--- src/rtl/cic3_integrators.sv ---
// Integrator half of a third-order CIC decimator: three cascaded modulo accumulators on the
// 1-bit modulator stream, a decimation capture of the third integral, and the comb-stage clock.
module cic3_integrators #(
  parameter int unsigned DECIMATION_FACTOR = 256,
  parameter int unsigned CLOCK_WIDTH       = $clog2(DECIMATION_FACTOR),
  parameter int unsigned NUMBITS           = 3 * CLOCK_WIDTH + 1
) (
  input  logic               clk_i,
  input  logic               rst_ni,
  input  logic               in_i,
  input  logic               enable_i,
  output logic [NUMBITS-1:0] out_o,
  output logic               divided_clk_o,
  output logic               sample_valid_o
);

  localparam logic [CLOCK_WIDTH-1:0] LastCount = CLOCK_WIDTH'(DECIMATION_FACTOR - 1);
  localparam logic [CLOCK_WIDTH-1:0] HalfCount = CLOCK_WIDTH'(DECIMATION_FACTOR / 2);

  logic [NUMBITS-1:0]     acc1_q, acc1_d;
  logic [NUMBITS-1:0]     acc2_q, acc2_d;
  logic [NUMBITS-1:0]     acc3_q, acc3_d;
  logic [NUMBITS-1:0]     out_q, out_d;
  logic [CLOCK_WIDTH-1:0] count_q, count_d;
  logic                   valid_q, valid_d;
  logic                   div_clk_q, div_clk_d;
  logic                   capture;

  assign capture = enable_i && (count_q == LastCount);

  always_comb begin
    acc1_d    = acc1_q;
    acc2_d    = acc2_q;
    acc3_d    = acc3_q;
    out_d     = out_q;
    count_d   = count_q;
    valid_d   = 1'b0;
    div_clk_d = div_clk_q;
    if (enable_i) begin
      // Each stage consumes the pre-edge value of the previous one; wrap is intentional.
      acc1_d    = acc1_q + NUMBITS'(in_i);
      acc2_d    = acc2_q + acc1_q;
      acc3_d    = acc3_q + acc2_q;
      count_d   = count_q + CLOCK_WIDTH'(1);
      div_clk_d = (count_d < HalfCount);
      if (capture) begin
        out_d   = acc3_q;
        valid_d = 1'b1;
      end
    end
  end

  always_ff @(posedge clk_i or negedge rst_ni) begin
    if (!rst_ni) begin
      acc1_q    <= '0;
      acc2_q    <= '0;
      acc3_q    <= '0;
      out_q     <= '0;
      count_q   <= '0;
      valid_q   <= 1'b0;
      div_clk_q <= 1'b0;
    end else begin
      acc1_q    <= acc1_d;
      acc2_q    <= acc2_d;
      acc3_q    <= acc3_d;
      out_q     <= out_d;
      count_q   <= count_d;
      valid_q   <= valid_d;
      div_clk_q <= div_clk_d;
    end
  end

  assign out_o          = out_q;
  assign sample_valid_o = valid_q;
  assign divided_clk_o  = div_clk_q;

endmodule

--- config.mk ---
export PLATFORM = sky130hd
export DESIGN_NAME = cic3_integrators
export DESIGN_NICKNAME = d
export VERILOG_FILES = /design/src/rtl/cic3_integrators.sv
export SDC_FILE = /design/constraint.sdc
export NUM_CORES = 1
export LEC_CHECK = 0
export ABC_CLOCK_PERIOD_IN_PS = 3300
export CAP_MARGIN = 10
export CORE_MARGIN = 2
export CORE_UTILIZATION = 55
export CTS_BUF_LIST = sky130_fd_sc_hd__clkbuf_4 sky130_fd_sc_hd__clkbuf_8 sky130_fd_sc_hd__clkbuf_16
export CTS_CLUSTER_SIZE = 16
export DETAILED_ROUTE_END_ITERATION = 10
export PLACE_DENSITY_LB_ADDON = 0.15
export SYNTH_ARGS = -nofsm -noshare
export SYNTH_HDL_FRONTEND = slang
export SYNTH_SLANG_ARGS = --single-unit
export TNS_END_PERCENT = 50
--- constraint.sdc ---
create_clock -name clk_i -period 3.3 [get_ports clk_i]
set_input_delay 0.825 -clock clk_i [delete_from_list [all_inputs] [get_ports clk_i]]
set_output_delay 0.825 -clock clk_i [all_outputs]
set_load 0.01 [all_outputs]
==> results of run 1 <==
-- state kept, by name, summed over array words and instances (netlist names) --
signal / count
divided_clk_o: 1
acc3_q: 25
count_q: 8
sample_valid_o: 1
out_o: 25
acc2_q: 25
acc1_q: 25
-- critical path, stage by stage, from the launching register on --
cell	delay (ps)
dfrtp_1	410
ha_1	250
fa_1	440
a211oi_2	270
o21ai_2	130
a2111oi_4	360
nor4b_1	140
or3_1	400
a21o_1	200
xor2_1	140
mux2_2	270
-- cell usage in the layout, fill, tap and decap left out, drive strengths merged, types with 3 or more instances in the layout --
cell / n
nand4: 14
a31oi: 4
a211oi: 8
xor2: 24
clkdlybuf4s50: 28
and4: 4
a21o: 24
o2111ai: 3
nor2b: 8
clkbuf: 12
o211ai: 3
nor3: 10
inv: 20
or3: 4
a21boi: 4
buf: 9
dfrtp: 110
mux2: 58
ha: 51
and3: 10
nand3: 17
nor2: 37
and2: 3
nand2: 45
o21ai: 22
o21bai: 4
o21a: 12
xnor2: 39
a21oi: 45
o31ai: 11
a31o: 3
-- through the flow --
step	instances	hold slack, ps	cell area (sq um)	total power [mW]	util
final	824	458	7430	5.40	0.624
after global routing	824	498	7430	5.83	0.624
after CTS	823	482	7420	5.41	0.623
after detailed placement	807	476	7130	4.29	0.598
after global placement	807	454	7130	4.19	0.598
after floorplan	641	436	6650	3.77	-
-- power groups by stage --
stage	combinational [mW]	clock [mW]	sequential, mW
3_3_place_gp	2.23	0	1.95
6_report	2.36	1.09	1.95
5_1_grt	2.67	1.16	2.00
2_1_floorplan	1.92	0	1.85
4_1_cts	2.34	1.12	1.95
3_5_place_dp	2.31	0	1.97
-- final cells by class --
| type | count | area, sq um | area share |
|---|---|---|---|
| Clock inverter | 4 | 47.5 | 0.00640 |
| Sequential cell | 110 | 2750 | 0.370 |
| Multi-Input combinational cell | 494 | 3750 | 0.505 |
| Clock buffer | 12 | 248 | 0.0333 |
| Inverter | 20 | 75.1 | 0.0101 |
| Tap cell | 147 | 184 | 0.0248 |
| Timing Repair Buffer | 37 | 370 | 0.0498 |
-- worst min path at each step --
stage,endpoint,cells after the start
4_1_cts,out_o[0],1
2_1_floorplan,acc3_q[24],1
3_5_place_dp,count_q[5],1
3_3_place_gp,acc3_q[24],1
6_report,out_o[0],1
5_1_grt,out_o[0],1
-- kinds of logic after synthesis --
family,after synthesis,synth area share
and+or+nand+nor,161,0.119
AOI/OAI and AO/OA,159,0.163
DFF,110,0.414
xor gates and xnor gates,63,0.0830
muxes,58,0.0983
adders and majority gates,53,0.102
buffers and inverters,37,0.0209
-- routing by layer --
metal  GRT usage  share of wire  vias to the layer above
met5           0              0                        -
met4      0.0740          0.016                        0
met3      0.0282          0.022                       16
met2       0.372           0.46                       69
met1       0.326           0.50                     2396
li1            -              -                     2403
-- Yosys cell counts, types with 7 or more instances --
library cell,number
xor2_1,24
nor2_1,37
and3_1,10
nand4_1,14
xnor2_1,39
o21a_1,12
o21ai_1,14
o21ai_0,7
nand2_1,45
dfrtp_1,110
a21oi_1,45
a21o_1,24
a211oi_1,7
nor3_1,10
nor2b_1,8
mux2_2,58
nand3_1,17
o31ai_1,11
clkbuf_1,15
inv_1,19
ha_1,51
==> impl_metrics.yaml, run 1 <==
power:
  ir_drop_uv: 272
  p_per_area_nw_per_um2: 727
  p_sw_mw: 2.03
  switching_share: 0.376
  comb_power_share: 0.437
  internal_power_mw: 3.37
  clkPwrFrac: 0.202
  leakagePower_nw: 3.63
  p_seq_frac: 0.361
sta:
  worst_slack_ps: 172
  rsz0062_at_grt: "false"
  slew_headroom: 0.625
  setup_viol: 0
  fin_tns_setup_ps: 0
  fmax_mhz: 320
  min_period_over_period: 0.948
  final_max_slew_viol_count: 0
  fin_crit_ps: 3130
  worst_pin_slew_ps: 562
  finalHoldViolations: 0
  skew_ps: 7.70
synthesis:
  netlist_area_sq_um: 6650
  yosysSeqAreaShare: 0.414
  synth_area_leaders: "dfrtp_1 41%, mux2_2 9.8%, ha_1 9.6%, xnor2_1 5.1%, a21oi_1 3.4%"
  post_synth.cell_area_avg_sq_um: 10.4
  synth-seq-cells: 110
  ys_types: 57
  synth_edf_count: 0
  synth_cells: 641
  async_flop_share: 1.00
  synth_top_area_frac: 0.414
  yosys.area.top_type: "dfrtp_1"
  yosys_warnings: 0
  synthFlopType: "dfrtp_1"
  syn_nets: 698
route:
  ant_nets: 0
  routed_wl_mm: 13.8
  via_count: 4884
  drtPass1Iterations: 4
  drt-vias-per-instance: 5.93
  drc_errors: 0
  drt_iter0_markers: 225
  wl_per_cell_microns: 16.7
cts:
  insertion_delay_ps: 350
  clockBufferDepth: 2
  clk_pin_slew_worst_paths_ps: 70
  ctsHoldBuffers: 0
  cts_root_buf: "clkbuf_16"
  htree_levels: 3
  cts_tree: "yes"
  numClockSinks: 110
  cts_buffers: 9
  ctsResizeCount: 0
  post_cts_buffers: 0
place:
  dpl.hpwl_mm: 10.2
  io_buffers: 30
  place_ws_ps: 61.5
  gp_congestion: 0.840
flow_run:
  cap_violations: 0
floorplan:
  fp.dieW_microns: 114
  start_util: 0.558
  die_area_sq_um: 13000
  boundaryPins: 31
  rows: 40
  core_area_sq_um: 11900
  dieHeight_microns: 114
hold_path:
  min_path_type: "in2async"
cells_and_area:
  fillerInstances: 989
  nets: 729
  synthToLayoutAreaGrowth_pct: 11.8
  drive_gt1_frac: 0.131
  antenna_cells: 0
global_route:
  grt_antenna_before_repair: 0
  grt.overflow.total: 0
  grt_max_degree: 68
  grt_pass1_vias: 4864
  grt_pass1_wl_mm: 23.9
  globalRouteTotalUtil: 0.231
setup_path:
  arrival_ps: 3360
  endpoint_kind: "register"
  rrSetupSlack_ps: 170
  r2r_cells: 10
  reg2reg_from: "acc1_q[0]"
  crit_start: "acc1_q[0]"
  worstSetupPathType: "reg2reg"
  required_ps: 3540
  rr_endpoint: "acc2_q[20]"
  endpoint: "acc2_q[20]"
  cp-start-kind: "register"
  critPathMaxFanout: 3
run_status:
  status: "complete, no violations"
No activity file was read; power rests on OpenSTA's default activity.
==> run 2: changes to the inputs <==
ABC_CLOCK_PERIOD_IN_PS = 3000   (was 3300)
HOLD_SLACK_MARGIN = 0.02   (was not set)
clock period = 3 ns   (was 3.3 ns; I/O delays follow)
==> impl_metrics.yaml, run 2 (synthesis gave the netlist of run 1 again) <==
flow_run:
  cap_violations: 0
setup_path:
  worstSetupPathType: "reg2reg"
  rr_endpoint: "acc2_q[20]"
  r2r_cells: 10
  required_ps: 3250
  critPathMaxFanout: 2
  cp-start-kind: "register"
  arrival_ps: 3140
  rrSetupSlack_ps: 110
  reg2reg_from: "acc2_q[0]"
  endpoint_kind: "register"
power:
  p_per_area_nw_per_um2: 811
  leakagePower_nw: 3.71
  ir_drop_uv: 357
  finalPower_mw: 6.15
place:
  postPlaceCellArea_sq_um: 7210
  io_buffers: 30
  dpl.hpwl_mm: 10.1
  gp_congestion: 0.890
  place_ws_ps: -93.2
  dp_cells: 820
cells_and_area:
  nets: 743
  synthToLayoutAreaGrowth_pct: 14.2
  mostFrequentLayoutCell: "dfrtp_1"
  drive_gt1_frac: 0.162
  stdcell_area_sq_um: 7590
  most-common-layout-cells: "110 x dfrtp_1, 58 x mux2_2, 50 x ha_1"
  antenna_cells: 0
  final_cells: 838
sta:
  worst_slack_ps: 110
  skew_ps: 10.1
  fin_crit_ps: 2890
  rsz0062_at_grt: "true"
  slew_headroom: 0.653
  worst_pin_slew_ps: 520
  finalHoldViolations: 0
  fmax_mhz: 346
  min_period_over_period: 0.963
  setup_viol: 0
  final_max_slew_viol_count: 0
global_route:
  grt.overflow.total: 0
  globalRouteTotalUtil: 0.230
  grt_pass1_vias: 4770
  grt_max_degree: 71
  grt_pass1_wl_mm: 23.6
  grt_antenna_before_repair: 0
cts:
  insertion_delay_ps: 360
  numClockSinks: 110
  htree_levels: 3
  cts_root_buf: "clkbuf_16"
  cts_buffers: 9
  cts_tree: "yes"
  clk_pin_slew_worst_paths_ps: 70
  clockBufferDepth: 2
route:
  wl_per_cell_microns: 16.5
  drt-vias-per-instance: 5.88
  drt_iter0_markers: 319
  via_count: 4927
  drtPass1Iterations: 4
  drc_errors: 0
  ant_nets: 0
  routed_wl_mm: 13.8
floorplan:
  start_util: 0.558
  rows: 40
  fp.dieW_microns: 114
  dieHeight_microns: 114
  die_area_sq_um: 13000
  boundaryPins: 31
  core_area_sq_um: 11900
hold_path:
  min_path_type: "in2async"
run_status:
  status: "complete, no violations"
run 2: through the flow:
stage | TNS (ps) | hold slack (ps) | utilization
global route | -72.9 | 395 | 0.637
CTS | 0 | 377 | 0.632
floorplan | 0 | 436 | -
global placement | -48.6 | 455 | 0.606
finish | 0 | 367 | 0.637
detailed placement | -134 | 466 | 0.606
run 2: where the power goes:
group | internal [mW] | switching [mW] | total (mW)
Sequential | 1.80 | 0.319 | 2.12
Clock | 0.710 | 0.526 | 1.24
Combinational | 1.35 | 1.44 | 2.79
run 2: what timing repair did:
item | CTS | global route
gates resized for setup | 1 | 9
pin swaps | 4 | 2
buffers inserted | 0 | 2
endpoints found under the setup margin | 3 | 11
hold buffers | 0 | 0
hold endpoints to repair | 0 | 0
run 2: cell type report:
class / count / area, sq um
fill: 957 / 4330
multi-input combinational: 494 / 3800
sequential: 110 / 2750
timing repair buffer: 51 / 463
clock buffer: 13 / 268
tap: 147 / 184
inverter: 20 / 75.1
clock inverter: 3 / 42.5
run 2: worst max-delay path by stage:
stage / slack, ps / startpoint / end
CTS: 4 / acc1_q[0] / acc2_q[20]
floorplan: 60 / acc1_q[0] / acc2_q[20]
global route: -40 / acc2_q[0] / acc3_q[22]
detailed placement: -90 / acc2_q[0] / acc2_q[20]
global placement: -50 / acc1_q[0] / acc2_q[20]
finish: 110 / acc2_q[0] / acc2_q[20]
run 2: routing by layer:
layer	vias to the layer above	GRT usage	wire, microns
met5	-	0	0
met4	0	0.0561	132
met3	10	0.0537	478
met2	74	0.361	6390
met1	2408	0.324	6790
li1	2435	-	-
run 2: critical path: stages, from the launching register on:
cell and delay, ps:
dfrtp_1 390, ha_2 190, fa_2 370, a211oi_4 250
o21ai_2 120, a2111oi_4 360, nor4b_2 110, or3_1 380
a21o_1 200, xor2_1 140, mux2_2 270
